## config.mk

```make
export PLATFORM = sky130hd
export DESIGN_NAME = dual_port_ram_ctrl
export DESIGN_NICKNAME = d
export VERILOG_FILES = /design/src/rtl/dpram_pkg.sv /design/src/rtl/ram_port_agent.sv /design/src/rtl/dual_port_ram_ctrl.sv
export SDC_FILE = /design/constraint.sdc
export NUM_CORES = 1
export LEC_CHECK = 0
export ABC_AREA = 1
export ABC_CLOCK_PERIOD_IN_PS = 2200
export CAP_MARGIN = 20
export CORE_ASPECT_RATIO = 1.25
export CORE_UTILIZATION = 30
export CTS_CLUSTER_SIZE = 14
export DETAILED_ROUTE_END_ITERATION = 10
export HOLD_SLACK_MARGIN = 0.03
export PLACE_DENSITY_LB_ADDON = 0.08
export REMOVE_ABC_BUFFERS = 1
export SYNTH_ARGS = -nofsm -noshare
export SYNTH_HDL_FRONTEND = slang
export SYNTH_SLANG_ARGS = --single-unit
```

## constraint.sdc

```tcl
create_clock -name clk -period 2.2 [get_ports clk]
set_clock_uncertainty 0.1 [all_clocks]
set_input_delay 0.33 -clock clk [delete_from_list [all_inputs] [get_ports clk]]
set_output_delay 0.33 -clock clk [all_outputs]
set_load 0.02 [all_outputs]
```

## src/rtl/dpram_pkg.sv

```systemverilog
// Shared types and defaults for the dual-port RAM initiator controller.
package dpram_pkg;

  localparam int unsigned DEF_DATA_W = 8;
  localparam int unsigned DEF_ADDR_W = 8;
  localparam int unsigned DEF_DEPTH  = 16;
  localparam int unsigned DEF_CNT_W  = 8;

  // Per-port request/response sequencing.
  typedef enum logic [1:0] {
    IDLE    = 2'd0,
    RD_WAIT = 2'd1,
    RSP     = 2'd2
  } port_state_e;

  // True when the address names a real RAM word; callers zero-extend to 32 bits.
  function automatic logic in_range(input logic [31:0] addr, input int unsigned depth);
    return addr < depth;
  endfunction

endpackage

```

## src/rtl/ram_port_agent.sv

```systemverilog
// One RAM port's initiator: request handshake, RAM drive, one-deep read
// response register and the IDLE/RD_WAIT/RSP sequencing for that port.
module ram_port_agent
  import dpram_pkg::*;
#(
  parameter int unsigned DATA_W = DEF_DATA_W,
  parameter int unsigned ADDR_W = DEF_ADDR_W,
  parameter int unsigned DEPTH  = DEF_DEPTH
) (
  input  logic              clk,
  input  logic              rst,
  // request channel
  input  logic              req_valid,
  output logic              req_ready,
  input  logic              req_we,
  input  logic [ADDR_W-1:0] req_addr,
  input  logic [DATA_W-1:0] req_wdata,
  // arbitration: block withholds ready; ready_raw is ready before blocking
  input  logic              block,
  output logic              ready_raw,
  // response channel
  output logic              rsp_valid,
  input  logic              rsp_ready,
  output logic [DATA_W-1:0] rsp_data,
  output logic              rsp_err,
  // RAM port
  output logic [ADDR_W-1:0] ram_addr,
  output logic [DATA_W-1:0] ram_din,
  output logic              ram_wen,
  input  logic [DATA_W-1:0] ram_dout
);

  port_state_e       state_q, state_d;
  logic              err_pend_q, err_pend_d;
  logic [DATA_W-1:0] rsp_data_q, rsp_data_d;
  logic              rsp_err_q, rsp_err_d;

  logic accept;
  logic rd_accept;
  logic addr_ok;

  // Handshake and RAM drive are purely combinational from the request.
  always_comb begin
    // NOTE: every signal assigned in always_comb gets a value on every path
    // (defaults first); a missed branch would otherwise infer a latch.
    ready_raw = 1'b0;
    if (!rst) begin
      ready_raw = (state_q == IDLE) || ((state_q == RSP) && rsp_ready);
    end
    req_ready = ready_raw && !block;
    accept    = req_valid && req_ready;
    rd_accept = accept && !req_we;
    addr_ok   = in_range(32'(req_addr), DEPTH);
    ram_addr  = accept ? req_addr  : '0;
    ram_din   = accept ? req_wdata : '0;
    ram_wen   = accept && req_we && addr_ok;
  end

  // Next-state and response-register logic. An out-of-range read takes the
  // same one-cycle wait slot as a real read, with err_pend acting as the
  // delay bit, so its error response lands with identical latency.
  always_comb begin
    state_d    = state_q;
    err_pend_d = err_pend_q;
    rsp_data_d = rsp_data_q;
    rsp_err_d  = rsp_err_q;
    unique case (state_q)
      IDLE: begin
        if (rd_accept) begin
          state_d    = RD_WAIT;
          err_pend_d = !addr_ok;
        end
      end
      RD_WAIT: begin
        // RAM loaded dout at the accept edge; capture it now.
        state_d    = RSP;
        rsp_data_d = err_pend_q ? '0 : ram_dout;
        rsp_err_d  = err_pend_q;
        err_pend_d = 1'b0;
      end
      RSP: begin
        // Response data/err hold until the consumer takes them.
        if (rsp_ready) begin
          if (rd_accept) begin
            state_d    = RD_WAIT;
            err_pend_d = !addr_ok;
          end else begin
            state_d = IDLE;
          end
        end
      end
      default: state_d = IDLE;
    endcase
  end

  // State and response registers with synchronous reset; in-flight reads vanish.
  always_ff @(posedge clk) begin
    // NOTE: sequential state uses non-blocking assignments so every flop
    // samples the pre-edge values regardless of statement order.
    if (rst) begin
      state_q    <= IDLE;
      err_pend_q <= 1'b0;
      rsp_data_q <= '0;
      rsp_err_q  <= 1'b0;
    end else begin
      state_q    <= state_d;
      err_pend_q <= err_pend_d;
      rsp_data_q <= rsp_data_d;
      rsp_err_q  <= rsp_err_d;
    end
  end

  assign rsp_valid = (state_q == RSP);
  assign rsp_data  = rsp_data_q;
  assign rsp_err   = rsp_err_q;

endmodule

```

## src/rtl/dual_port_ram_ctrl.sv

```systemverilog
// Initiator-side controller for the 8-bit dual-port RAM: two request channels
// mapped onto RAM ports 1 (A) and 2 (B), with same-address write arbitration
// (A wins) and a saturating collision counter.
module dual_port_ram_ctrl
  import dpram_pkg::*;
#(
  parameter int unsigned DATA_W = DEF_DATA_W,
  parameter int unsigned ADDR_W = DEF_ADDR_W,
  parameter int unsigned DEPTH  = DEF_DEPTH,
  parameter int unsigned CNT_W  = DEF_CNT_W
) (
  input  logic              clk,
  input  logic              rst,
  // port A
  input  logic              a_req_valid,
  output logic              a_req_ready,
  input  logic              a_req_we,
  input  logic [ADDR_W-1:0] a_req_addr,
  input  logic [DATA_W-1:0] a_req_wdata,
  output logic              a_rsp_valid,
  input  logic              a_rsp_ready,
  output logic [DATA_W-1:0] a_rsp_data,
  output logic              a_rsp_err,
  // port B
  input  logic              b_req_valid,
  output logic              b_req_ready,
  input  logic              b_req_we,
  input  logic [ADDR_W-1:0] b_req_addr,
  input  logic [DATA_W-1:0] b_req_wdata,
  output logic              b_rsp_valid,
  input  logic              b_rsp_ready,
  output logic [DATA_W-1:0] b_rsp_data,
  output logic              b_rsp_err,
  // RAM
  output logic [ADDR_W-1:0] ram_addr1,
  output logic [ADDR_W-1:0] ram_addr2,
  output logic [DATA_W-1:0] ram_din1,
  output logic [DATA_W-1:0] ram_din2,
  output logic              ram_wen1,
  output logic              ram_wen2,
  input  logic [DATA_W-1:0] ram_dout1,
  input  logic [DATA_W-1:0] ram_dout2,
  // status
  output logic [CNT_W-1:0]  collision_cnt
);

  logic             a_ready_raw;
  logic             b_ready_raw;
  logic             collision;
  logic [CNT_W-1:0] cnt_q, cnt_d;

  // Write-write collision: both ports would accept a write to the same
  // in-range address this cycle. Compare uses the full address width.
  always_comb begin
    collision = a_req_valid && a_req_we && a_ready_raw &&
                b_req_valid && b_req_we && b_ready_raw &&
                (a_req_addr == b_req_addr) &&
                in_range(32'(a_req_addr), DEPTH);
  end

  // Collision counter next value, saturating at all-ones.
  always_comb begin
    cnt_d = cnt_q;
    if (collision && (cnt_q != '1)) begin
      cnt_d = cnt_q + CNT_W'(1);
    end
  end

  // Collision counter register.
  always_ff @(posedge clk) begin
    if (rst) begin
      cnt_q <= '0;
    end else begin
      cnt_q <= cnt_d;
    end
  end

  assign collision_cnt = cnt_q;

  ram_port_agent #(
    .DATA_W (DATA_W),
    .ADDR_W (ADDR_W),
    .DEPTH  (DEPTH)
  ) u_port_a (
    .clk       (clk),
    .rst       (rst),
    .req_valid (a_req_valid),
    .req_ready (a_req_ready),
    .req_we    (a_req_we),
    .req_addr  (a_req_addr),
    .req_wdata (a_req_wdata),
    .block     (1'b0),
    .ready_raw (a_ready_raw),
    .rsp_valid (a_rsp_valid),
    .rsp_ready (a_rsp_ready),
    .rsp_data  (a_rsp_data),
    .rsp_err   (a_rsp_err),
    .ram_addr  (ram_addr1),
    .ram_din   (ram_din1),
    .ram_wen   (ram_wen1),
    .ram_dout  (ram_dout1)
  );

  // B loses collisions: its ready drops for that cycle and it retries.
  ram_port_agent #(
    .DATA_W (DATA_W),
    .ADDR_W (ADDR_W),
    .DEPTH  (DEPTH)
  ) u_port_b (
    .clk       (clk),
    .rst       (rst),
    .req_valid (b_req_valid),
    .req_ready (b_req_ready),
    .req_we    (b_req_we),
    .req_addr  (b_req_addr),
    .req_wdata (b_req_wdata),
    .block     (collision),
    .ready_raw (b_ready_raw),
    .rsp_valid (b_rsp_valid),
    .rsp_ready (b_rsp_ready),
    .rsp_data  (b_rsp_data),
    .rsp_err   (b_rsp_err),
    .ram_addr  (ram_addr2),
    .ram_din   (ram_din2),
    .ram_wen   (ram_wen2),
    .ram_dout  (ram_dout2)
  );

endmodule
```

-- After elaboration in Yosys (flattened, before gate mapping)
Cells that the tools add are included.
- bits in registers: 32
- logic and storage cells: 78
- bits of input ports: 56
- output and inout bits: 64
- add/subtract/negate cells: 1
- multiplexer cells: 22
- magnitude comparators: 2
- reduce and logical (&&, ||, !) cells: 34
- equal/unequal tests: 10
- operator list (kind ; number):
    $mux W8 ; 6
    $logic_and A1 B1 Y1 ; 19
    $lt A8 B5 Y1 const B ; 2
    $pmux W2 S3 ; 2
    $add A8 B1 Y8 const B ; 1
    $eq A8 B8 Y1 ; 1
    $mux W1 ; 8
    $mux W2 ; 4
    $ne A2 B1 Y1 const B ; 4
    $ne A8 B8 Y1 const B ; 1
    $reduce_and A2 Y1 ; 4
    $pmux W1 S3 ; 2
    $reduce_bool A3 Y1 ; 2
    $logic_not A1 Y1 ; 5
    $eq A2 B1 Y1 const B ; 2
    $eq A2 B2 Y1 const B ; 2
    $logic_not A2 Y1 ; 2
    $logic_or A1 B1 Y1 ; 2

-- Logic depth before layout (Yosys ltp)
Gate-level depths: netlist of the first run.
- depth after elaboration: 17
- depth in mapped cells: 12
- mapped depth without buffers: 12

-- By module
Synthesis of the first run repeated with hierarchy kept, for this count alone.
- cells, all modules: 344
- area, all modules: 2124.5 µm²
- modules (own cells, without submodules) (module ; sequential area each (µm²) ; times used ; area each (µm²) ; cells each):
    ram_port_agent ; 240.2 ; 2 ; 638.1 ; 95
    dual_port_ram_ctrl ; 160.2 ; 1 ; 848.3 ; 154

-- Worst setup path after synthesis of the first run
OpenSTA, ideal clock, no wires.
- path kind: input to output
- from: input rst
- to: output ram_addr2[0]
- slack: 0.370 ns
- arrival time: 1.400 ns
- cell stages on the path: 12
- buffers on the path: 2
- data required time: 1.770 ns
- cell sequence: buf_6 > nor2_4 > nand2_2 > nor2_2 > inv_1 > nor2_2 > nand2_2 > nand2_2 > inv_2 > nand2_4 > buf_12 > nor2_2
- cells in the longest elaborated chain, start to end: 11
- elaborated cells between the ends (all ways): 12
- those cells by class: 3 x mux; 9 x reduce/logical
- RTL lines (what ; line ; source):
    start: declaration ; dual_port_ram_ctrl.sv:13 ; input logic rst,
    $mux W1 ; ram_port_agent.sv:47 ; if (!rst) begin
    $logic_and A1 B1 Y1 (2 in series) ; dual_port_ram_ctrl.sv:55 ; collision = a_req_valid && a_req_we && a_ready_raw &&
    $logic_and A1 B1 Y1 (3 in series) ; dual_port_ram_ctrl.sv:56 ; b_req_valid && b_req_we && b_ready_raw &&
    $logic_and A1 B1 Y1 ; dual_port_ram_ctrl.sv:57 ; (a_req_addr == b_req_addr) &&
    $logic_not A1 Y1 ; ram_port_agent.sv:50 ; req_ready = ready_raw && !block;
    $logic_and A1 B1 Y1 (*) ; ram_port_agent.sv:50 ;
    net b_req_ready ; dual_port_ram_ctrl.sv:26 ; output logic b_req_ready,
    $logic_and A1 B1 Y1 (*) ; ram_port_agent.sv:51 ; accept = req_valid && req_ready;
    $mux W8 (*) ; ram_port_agent.sv:54 ; ram_addr = accept ? req_addr : '0;
    end: declaration ; dual_port_ram_ctrl.sv:36 ; output logic [ADDR_W-1:0] ram_addr2,
Mark *: on every way through the listed nets, which the timed path passes. The rest lies on a longest branch.

-- Worst setup path in the final report of the first run
- from: input b_req_addr[4]
- to: register cnt_q[2], in the netlist collision_cnt[2]
- cells in the longest elaborated chain, start to end: 4
- RTL lines (what ; line ; source):
    start: declaration ; dual_port_ram_ctrl.sv:28 ; input logic [ADDR_W-1:0] b_req_addr,
    $eq A8 B8 Y1 ; dual_port_ram_ctrl.sv:57 ;
    $logic_and A1 B1 Y1 ; dual_port_ram_ctrl.sv:56 ;
    $logic_and A1 B1 Y1 ; dual_port_ram_ctrl.sv:57 ;
    $logic_and A1 B1 Y1 ; dual_port_ram_ctrl.sv:64 ; if (collision && (cnt_q != '1)) begin
    end signal: assignment ; dual_port_ram_ctrl.sv:74 ; cnt_q <= cnt_d;
    end: declaration ; dual_port_ram_ctrl.sv:50 ; logic [CNT_W-1:0] cnt_q, cnt_d;
Every way passes these cells.
A chain may end at the register's enable or synchronous reset.

==> flow_summary.json, run 1 <==
{
  "wl_per_cell_um": 11.2,
  "dpl.cell_count": 539,
  "stdcell_area_um2": 3930,
  "cts_tree": "yes",
  "drc_errors": 0,
  "cts_max_level": 2,
  "hold_buffers": 0,
  "vias_per_cell": 4.33,
  "worst-setup-path-type": "input pin to flip-flop",
  "swShare_pct": 28.4,
  "yosys.area.top_type_share_pct": 34.6,
  "placement.io_buffers": 119,
  "post-route-min-period_ns": 2.16,
  "grt_usage_pct": 19.9,
  "crit_required_ns": 2.32,
  "final_nets": 581,
  "start_util_pct": 31.6,
  "cts-root-buf": "clkbuf_8",
  "hp-class": "flip-flop to flip-flop",
  "end_kind": "flip-flop",
  "p_total_uw": 1570,
  "cp_max_fo": 3,
  "numCtsBuffers": 5,
  "cp_cell_sequence": "clkdlybuf4s15_1 -> inv_2 -> nand2_2 -> buf_4 -> buf_4 -> buf_4 -> buf_4 -> buf_4 -> buf_4 -> buf_4 -> buf_4 -> buf_4 -> nand4_1 -> nor2_1 -> nand2_1 -> nor2_2 -> nand3_2 -> nand2_2 -> a21oi_2",
  "dieArea_um2": 6490,
  "net-switching-power_uw": 446,
  "area_growth_syn_to_layout_pct": 112,
  "powerDensity_nw_per_um2": 400,
  "pwr-share-clk_pct": 29.3,
  "crit_end": "collision_cnt[2]$_SDFFE_PP0P_",
  "netlist_area_um2": 1850,
  "synthTopCellsByArea": "dfxtp_1 (35%), nand2_1 (16%), inv_1 (11%), nor2_1 (10%), a21oi_1 (6.2%)",
  "postSynthCellCount": 297,
  "reg2reg_from": "collision_cnt[0]$_SDFFE_PP0P_",
  "ios": 120,
  "cp.buffers_inverters": 11,
  "crit_family": "buffers and inverters",
  "path_depth": 19,
  "die_w_um": 72.2,
  "worst_slew_pin_slew_ns": 0.528,
  "crit_arrival_ns": 2.27,
  "reg2reg_to": "collision_cnt[4]$_SDFFE_PP0P_",
  "drt_iter0_markers": 60,
  "crit_path_max_incr_delay_ns": 0.19,
  "p_int_uw": 1130,
  "clockBufferDepth": 2,
  "gr-total-overflow": 0,
  "syn_area_per_cell_um2": 6.23,
  "cts.sinks": 32,
  "comb_power_share_pct": 32.2,
  "fin_cells": 608,
  "rows": 31,
  "hold_slack_ns": 0.365,
  "ir_worst_vdd_mv": 0.424,
  "cp-start-kind": "input pin",
  "ff_latch_area_um2": 641,
  "first_global_vias": 2476,
  "met2_usage_pct": 37.8,
  "final_hold_viol_count": 0,
  "dr.pass1.iters": 4,
  "leakage_uw": 0.00197,
  "clkTransAtPathRegs_ns": 0.06,
  "worstRegToRegCells": 11,
  "maxCapViolCount": 0,
  "grt_antenna_before_repair": 0,
  "met1_usage_pct": 21.7,
  "critical-path-slowest-cell": "clkdlybuf4s15_1",
  "multi_input_area_um2": 1060,
  "finalMaxSlewViolations": 0,
  "ys_ff_latch": 32,
  "hpwl_um": 4400,
  "place.gp.congestion": 0.739,
  "power_frac_seq_pct": 38.6,
  "grt_max_degree": 26,
  "grt_busiest_layer": "met2",
  "max_freq_mhz": 464,
  "hold_depth": 2,
  "ys_warn_count": 0,
  "setup_violations": 0,
  "ys_seq_area_share_pct": 34.6,
  "fp.dieH_um": 89.8,
  "core_area_um2": 5860,
  "final.period_utilization_pct": 98.0,
  "synth.distinct_cells": 26,
  "rrSetupSlack_ns": 0.50,
  "nFillCells": 546,
  "clkLatencyLatePin_ns": 0.28,
  "fin_tns_setup_ns": 0,
  "grt_first_pass_wirelength_um": 10400,
  "crit_top_cell": "buf_4",
  "postPlaceCellArea_um2": 3450,
  "status": "finished, final reports clean",
  "slew_headroom_pct": 64.7,
  "synth_area_leader_cell": "dfxtp_1",
  "detail-route-antenna-nets": 0,
  "drive_gt1_share_pct": 37.1,
  "drt_wl_total_um": 6840,
  "setup.worst_path.start": "b_req_addr[4]",
  "met3_usage_pct": 3.81,
  "vias": 2634
}
## worst min-delay path: cells and delay by family, from the launching register on
kind            cells  cell delay, ns
flops               1            0.31
simple gates        1            0.06
compound gates      1            0.06
## state kept, by name (all words and copies together) (netlist names)
signal / cells
u_port_a.state_q: 2
u_port_a.rsp_err: 1
u_port_a.rsp_data: 8
collision_cnt: 8
u_port_b.rsp_err: 1
u_port_b.rsp_data: 8
u_port_b.state_q: 2
u_port_a.err_pend_q: 1
u_port_b.err_pend_q: 1
## synth_stat cells (all sizes together)
cell type   n
o21a        1
nand2      83
a2111oi     1
o21ai       3
buf         3
inv        55
xor2        2
dfxtp      32
nand3       5
a22oi       1
ha          1
nor3        5
nor2       67
nand4      11
clkbuf      3
a21oi      24
## power groups by stage
stage	sequential (uW)	clock [uW]	combinational (uW)
floorplan	633	0	146
global placement	619	0	427
detailed placement	619	0	431
CTS	606	475	493
global route	608	499	543
finish	606	460	505
## routing by layer
layer  share of wire (%)  up-vias
met5                   0        -
met4                 1.8        0
met3                 7.9       12
met2                  51      105
met1                  39     1154
li1                    -     1363
## per-stage QoR
step | setup WS [ns] | utilization, %
2_1_floorplan | 0.392 | -
3_3_place_gp | -0.628 | 58.9
3_5_place_dp | -0.647 | 58.9
4_1_cts | 0.00137 | 68.0
5_1_grt | -0.0308 | 67.1
6_report | 0.0447 | 67.1
## layout by cell type (no fill, tap or decap), types with 4 or more instances in the layout
cell / n
a21oi_1: 22
nand2_2: 15
nor2_4: 4
nand4_1: 11
buf_4: 106
dfxtp_1: 32
nor2_2: 16
clkbuf_2: 10
nor3_1: 4
nand2_1: 65
clkdlybuf4s50_1: 61
dlygate4sd2_1: 29
inv_2: 10
clkbuf_8: 6
inv_1: 44
nor2_1: 47
buf_2: 15
## worst min path at each step
stage / from / end / slack (ns)
after global placement: u_port_a.rsp_data[2]$_SDFFE_PP0N_ / u_port_a.rsp_data[2]$_SDFFE_PP0N_ / 0.35
after CTS: u_port_b.rsp_data[1]$_SDFFE_PP0N_ / u_port_b.rsp_data[1]$_SDFFE_PP0N_ / 0.37
final: u_port_a.rsp_data[2]$_SDFFE_PP0N_ / u_port_a.rsp_data[2]$_SDFFE_PP0N_ / 0.36
after floorplan: rst / collision_cnt[2]$_SDFFE_PP0P_ / 0.30
after global routing: u_port_b.rsp_data[2]$_SDFFE_PP0N_ / u_port_b.rsp_data[2]$_SDFFE_PP0N_ / 0.38
after detailed placement: u_port_b.rsp_data[1]$_SDFFE_PP0N_ / u_port_b.rsp_data[1]$_SDFFE_PP0N_ / 0.36
## logic make-up after synthesis
group	Yosys count	share of synthesized area (%)
AO/OA/AOI/OAI	30	8.79
XOR/XNOR	2	0.947
flip-flops	32	34.6
AND/OR/NAND/NOR	171	41.3
buffers and inverters	61	13.7
adder cells (fa/ha/maj)	1	0.676
## cell type report
| type | instances | area share, % |
|---|---|---|
| flip-flops and latches | 32 | 16.3 |
| well taps | 82 | 2.61 |
| inverters | 55 | 5.32 |
| diodes | 1 | 0.0637 |
| multi-input cells | 205 | 26.9 |
| repair buffers | 225 | 46.5 |
| clock buffers | 8 | 2.29 |
## timing repair
action | in CTS | in global routing
cloned | 1 | 0
setup buffers | 58 | 1
pin swaps | 15 | 13
resized for setup | 115 | 56
endpoints found under the setup margin | 36 | 20
No activity file was read; power rests on OpenSTA's default activity.
==> run 2, diff against run 1 <==
--- a/config.mk
+++ b/config.mk
@@ -9,7 +9,7 @@
 export ABC_CLOCK_PERIOD_IN_PS = 2200
 export CAP_MARGIN = 20
 export CORE_ASPECT_RATIO = 1.25
-export CORE_UTILIZATION = 30
+export CORE_UTILIZATION = 39
 export CTS_CLUSTER_SIZE = 14
 export DETAILED_ROUTE_END_ITERATION = 10
 export HOLD_SLACK_MARGIN = 0.03
==> run 2 against run 1 <==
- the flow now finishes with violations (setup timing)
- global-route usage is 9.7 points higher
- fmax fell by 3.1%
- critical path depth down 8
- sequential cell count did not move
- largest power group unchanged
==> flow_summary.json, run 2 (synthesis results as in run 1) <==
{
  "status": "finished with violations",
  "violations": "setup timing",
  "crit_required_ns": 1.77,
  "rrSetupSlack_ns": 0.04,
  "numCtsBuffers": 5,
  "worstRegToRegCells": 16,
  "dr.pass1.iters": 4,
  "place.gp.congestion": 0.851,
  "drt_wl_total_um": 7790,
  "critical-path-slowest-cell": "dfxtp_2",
  "fin_tns_setup_ns": -0.0246,
  "clkLatencyLatePin_ns": 0.30,
  "hpwl_um": 4460,
  "cts_max_level": 2,
  "slew_headroom_pct": 61.4,
  "grt_usage_pct": 29.6,
  "hold_depth": 2,
  "reg2reg_to": "collision_cnt[5]$_SDFFE_PP0P_",
  "first_global_vias": 2680,
  "detail-route-antenna-nets": 0,
  "rows": 27,
  "place_ws_ns": -0.599,
  "maxCapViolCount": 0,
  "worst-setup-path-type": "flip-flop to output port",
  "holdPathEnd": "u_port_a.err_pend_q$_SDFFE_PP0P_",
  "reg2reg_from": "u_port_b.state_q[0]$_SDFFE_PP0P_",
  "ir_worst_vdd_mv": 0.513,
  "drc_errors": 0,
  "hold_buffers": 0,
  "finalMaxSlewViolations": 0,
  "cp-start-kind": "flip-flop",
  "cp_cell_sequence": "nor2_1 -> nand2_1 -> buf_4 -> buf_4 -> inv_1 -> nand2_2 -> inv_4 -> nand2_8 -> buf_6 -> nor2_4 -> buf_6",
  "diodes": 0,
  "start_util_pct": 41.2,
  "cp_max_fo": 8,
  "post-route-min-period_ns": 2.22,
  "clkTransAtPathRegs_ns": 0.08,
  "gr-total-overflow": 0,
  "worst_slew_pin_slew_ns": 0.577,
  "crit_arrival_ns": 1.79,
  "wl_per_cell_um": 13.7,
  "path_depth": 11,
  "end_kind": "output port",
  "vias": 2740,
  "cp.buffers_inverters": 6,
  "hp-class": "input pin to flip-flop",
  "setup_violations": 1,
  "cts_tree": "yes",
  "grt_max_degree": 25,
  "dieArea_um2": 5030,
  "drt_iter0_markers": 111,
  "crit_family": "buffers and inverters",
  "cts-root-buf": "clkbuf_8",
  "cts.sinks": 32,
  "worst_slack_ns": -0.0246,
  "area_growth_syn_to_layout_pct": 108,
  "placement.io_buffers": 119,
  "leakage_uw": 0.00194,
  "grt_first_pass_wirelength_um": 11700,
  "crit_path_max_incr_delay_ns": 0.33,
  "core_area_um2": 4490,
  "final_nets": 565,
  "powerDensity_nw_per_um2": 435,
  "grt_antenna_before_repair": 0,
  "final_hold_viol_count": 0,
  "clockBufferDepth": 2,
  "max_freq_mhz": 450,
  "final_common_cell": "buf_4",
  "die_w_um": 63.6,
  "drive_gt1_share_pct": 35.8,
  "vias_per_cell": 4.83,
  "ios": 120,
  "holdCritStartpoint": "rst",
  "final.period_utilization_pct": 101,
  "final_cell_mix": "buf_4 (85), nand2_1 (67), clkdlybuf4s50_1 (61)",
  "fp.dieH_um": 79.0
}
==> run 2: cell type report <==
type | instances | area, um^2
Clock buffer | 5 | 68.8
Inverter | 55 | 209
Fill cell | 269 | 643
Clock inverter | 3 | 46.3
Timing Repair Buffer | 209 | 1730
Tap cell | 58 | 72.6
Sequential cell | 32 | 644
Multi-Input combinational cell | 205 | 1080
==> run 2: how the worst max path moves through the flow <==
| stage | slack (ns) | startpoint | endpoint |
|---|---|---|---|
| detailed placement | -0.60 | a_req_addr[4] | ram_din2[1] |
| floorplan | 0.39 | b_req_addr[4] | ram_addr2[7] |
| global route | -0.09 | u_port_b.state_q[0]$_SDFFE_PP0P_ | ram_din2[2] |
| global placement | -0.54 | a_req_addr[5] | ram_din2[1] |
| finish | -0.02 | u_port_b.state_q[0]$_SDFFE_PP0P_ | ram_din2[2] |
| CTS | 0.03 | a_req_addr[5] | ram_din2[2] |
==> run 2: worst register-to-register path, stage by stage, from the launching register on <==
cell and delay [ns]:
dfxtp_2 0.33, nor2_1 0.10, nand2_1 0.10, nor2_2 0.13, nand2_2 0.09, nor2_4 0.10, buf_4 0.11, buf_4 0.09
buf_4 0.09, buf_4 0.09, buf_4 0.09, buf_4 0.12, nand4_1 0.15, nor2_2 0.17, nand2_1 0.07, nand2_1 0.08
nor2_1 0.04
==> run 2: per-layer routing <==
layer	routed length [um]	vias to the layer above	global-route usage, %
li1	-	1329	-
met1	2940	1252	30.7
met2	4110	135	56.0
met3	509	24	6.18
met4	235	0	13.4
met5	0	-	0
==> run 2: what timing repair did <==
action / 4_1_cts / 5_1_grt
pin swaps: 23 / 23
gates resized for setup: 126 / 54
endpoints found under the setup margin: 35 / 27
buffers inserted: 43 / 5
gates cloned: 1 / 0
==> run 2: power breakdown <==
group          total, uW  switching (uW)  internal [uW]  leakage, uW
logic                477             233            244      0.00163
clock network        592             252            341    0.0000548
registers            607            10.0            597     0.000261
total               1680             495           1180      0.00194
==> run 2: per-stage QoR <==
stage               hold WS [ns]  utilization (%)  area (um^2)  std cells  total power [uW]
finish                     0.216             85.7         3850        567              1680
global route               0.229             85.7         3850        567              1730
CTS                        0.340             83.6         3750        564              1650
detailed placement         0.356             75.6         3400        512              1050
global placement           0.353             75.6         3400        512              1040
floorplan                  0.299                -         1800        291               779
==> run 3, diff against run 2 <==
--- a/config.mk
+++ b/config.mk
@@ -6,7 +6,6 @@
 export NUM_CORES = 1
 export LEC_CHECK = 0
 export ABC_AREA = 1
-export ABC_CLOCK_PERIOD_IN_PS = 2200
 export CAP_MARGIN = 20
 export CORE_ASPECT_RATIO = 1.25
 export CORE_UTILIZATION = 39
==> results of run 3 <==
The final DEF is identical to that of run 2; final timing and power are the same.
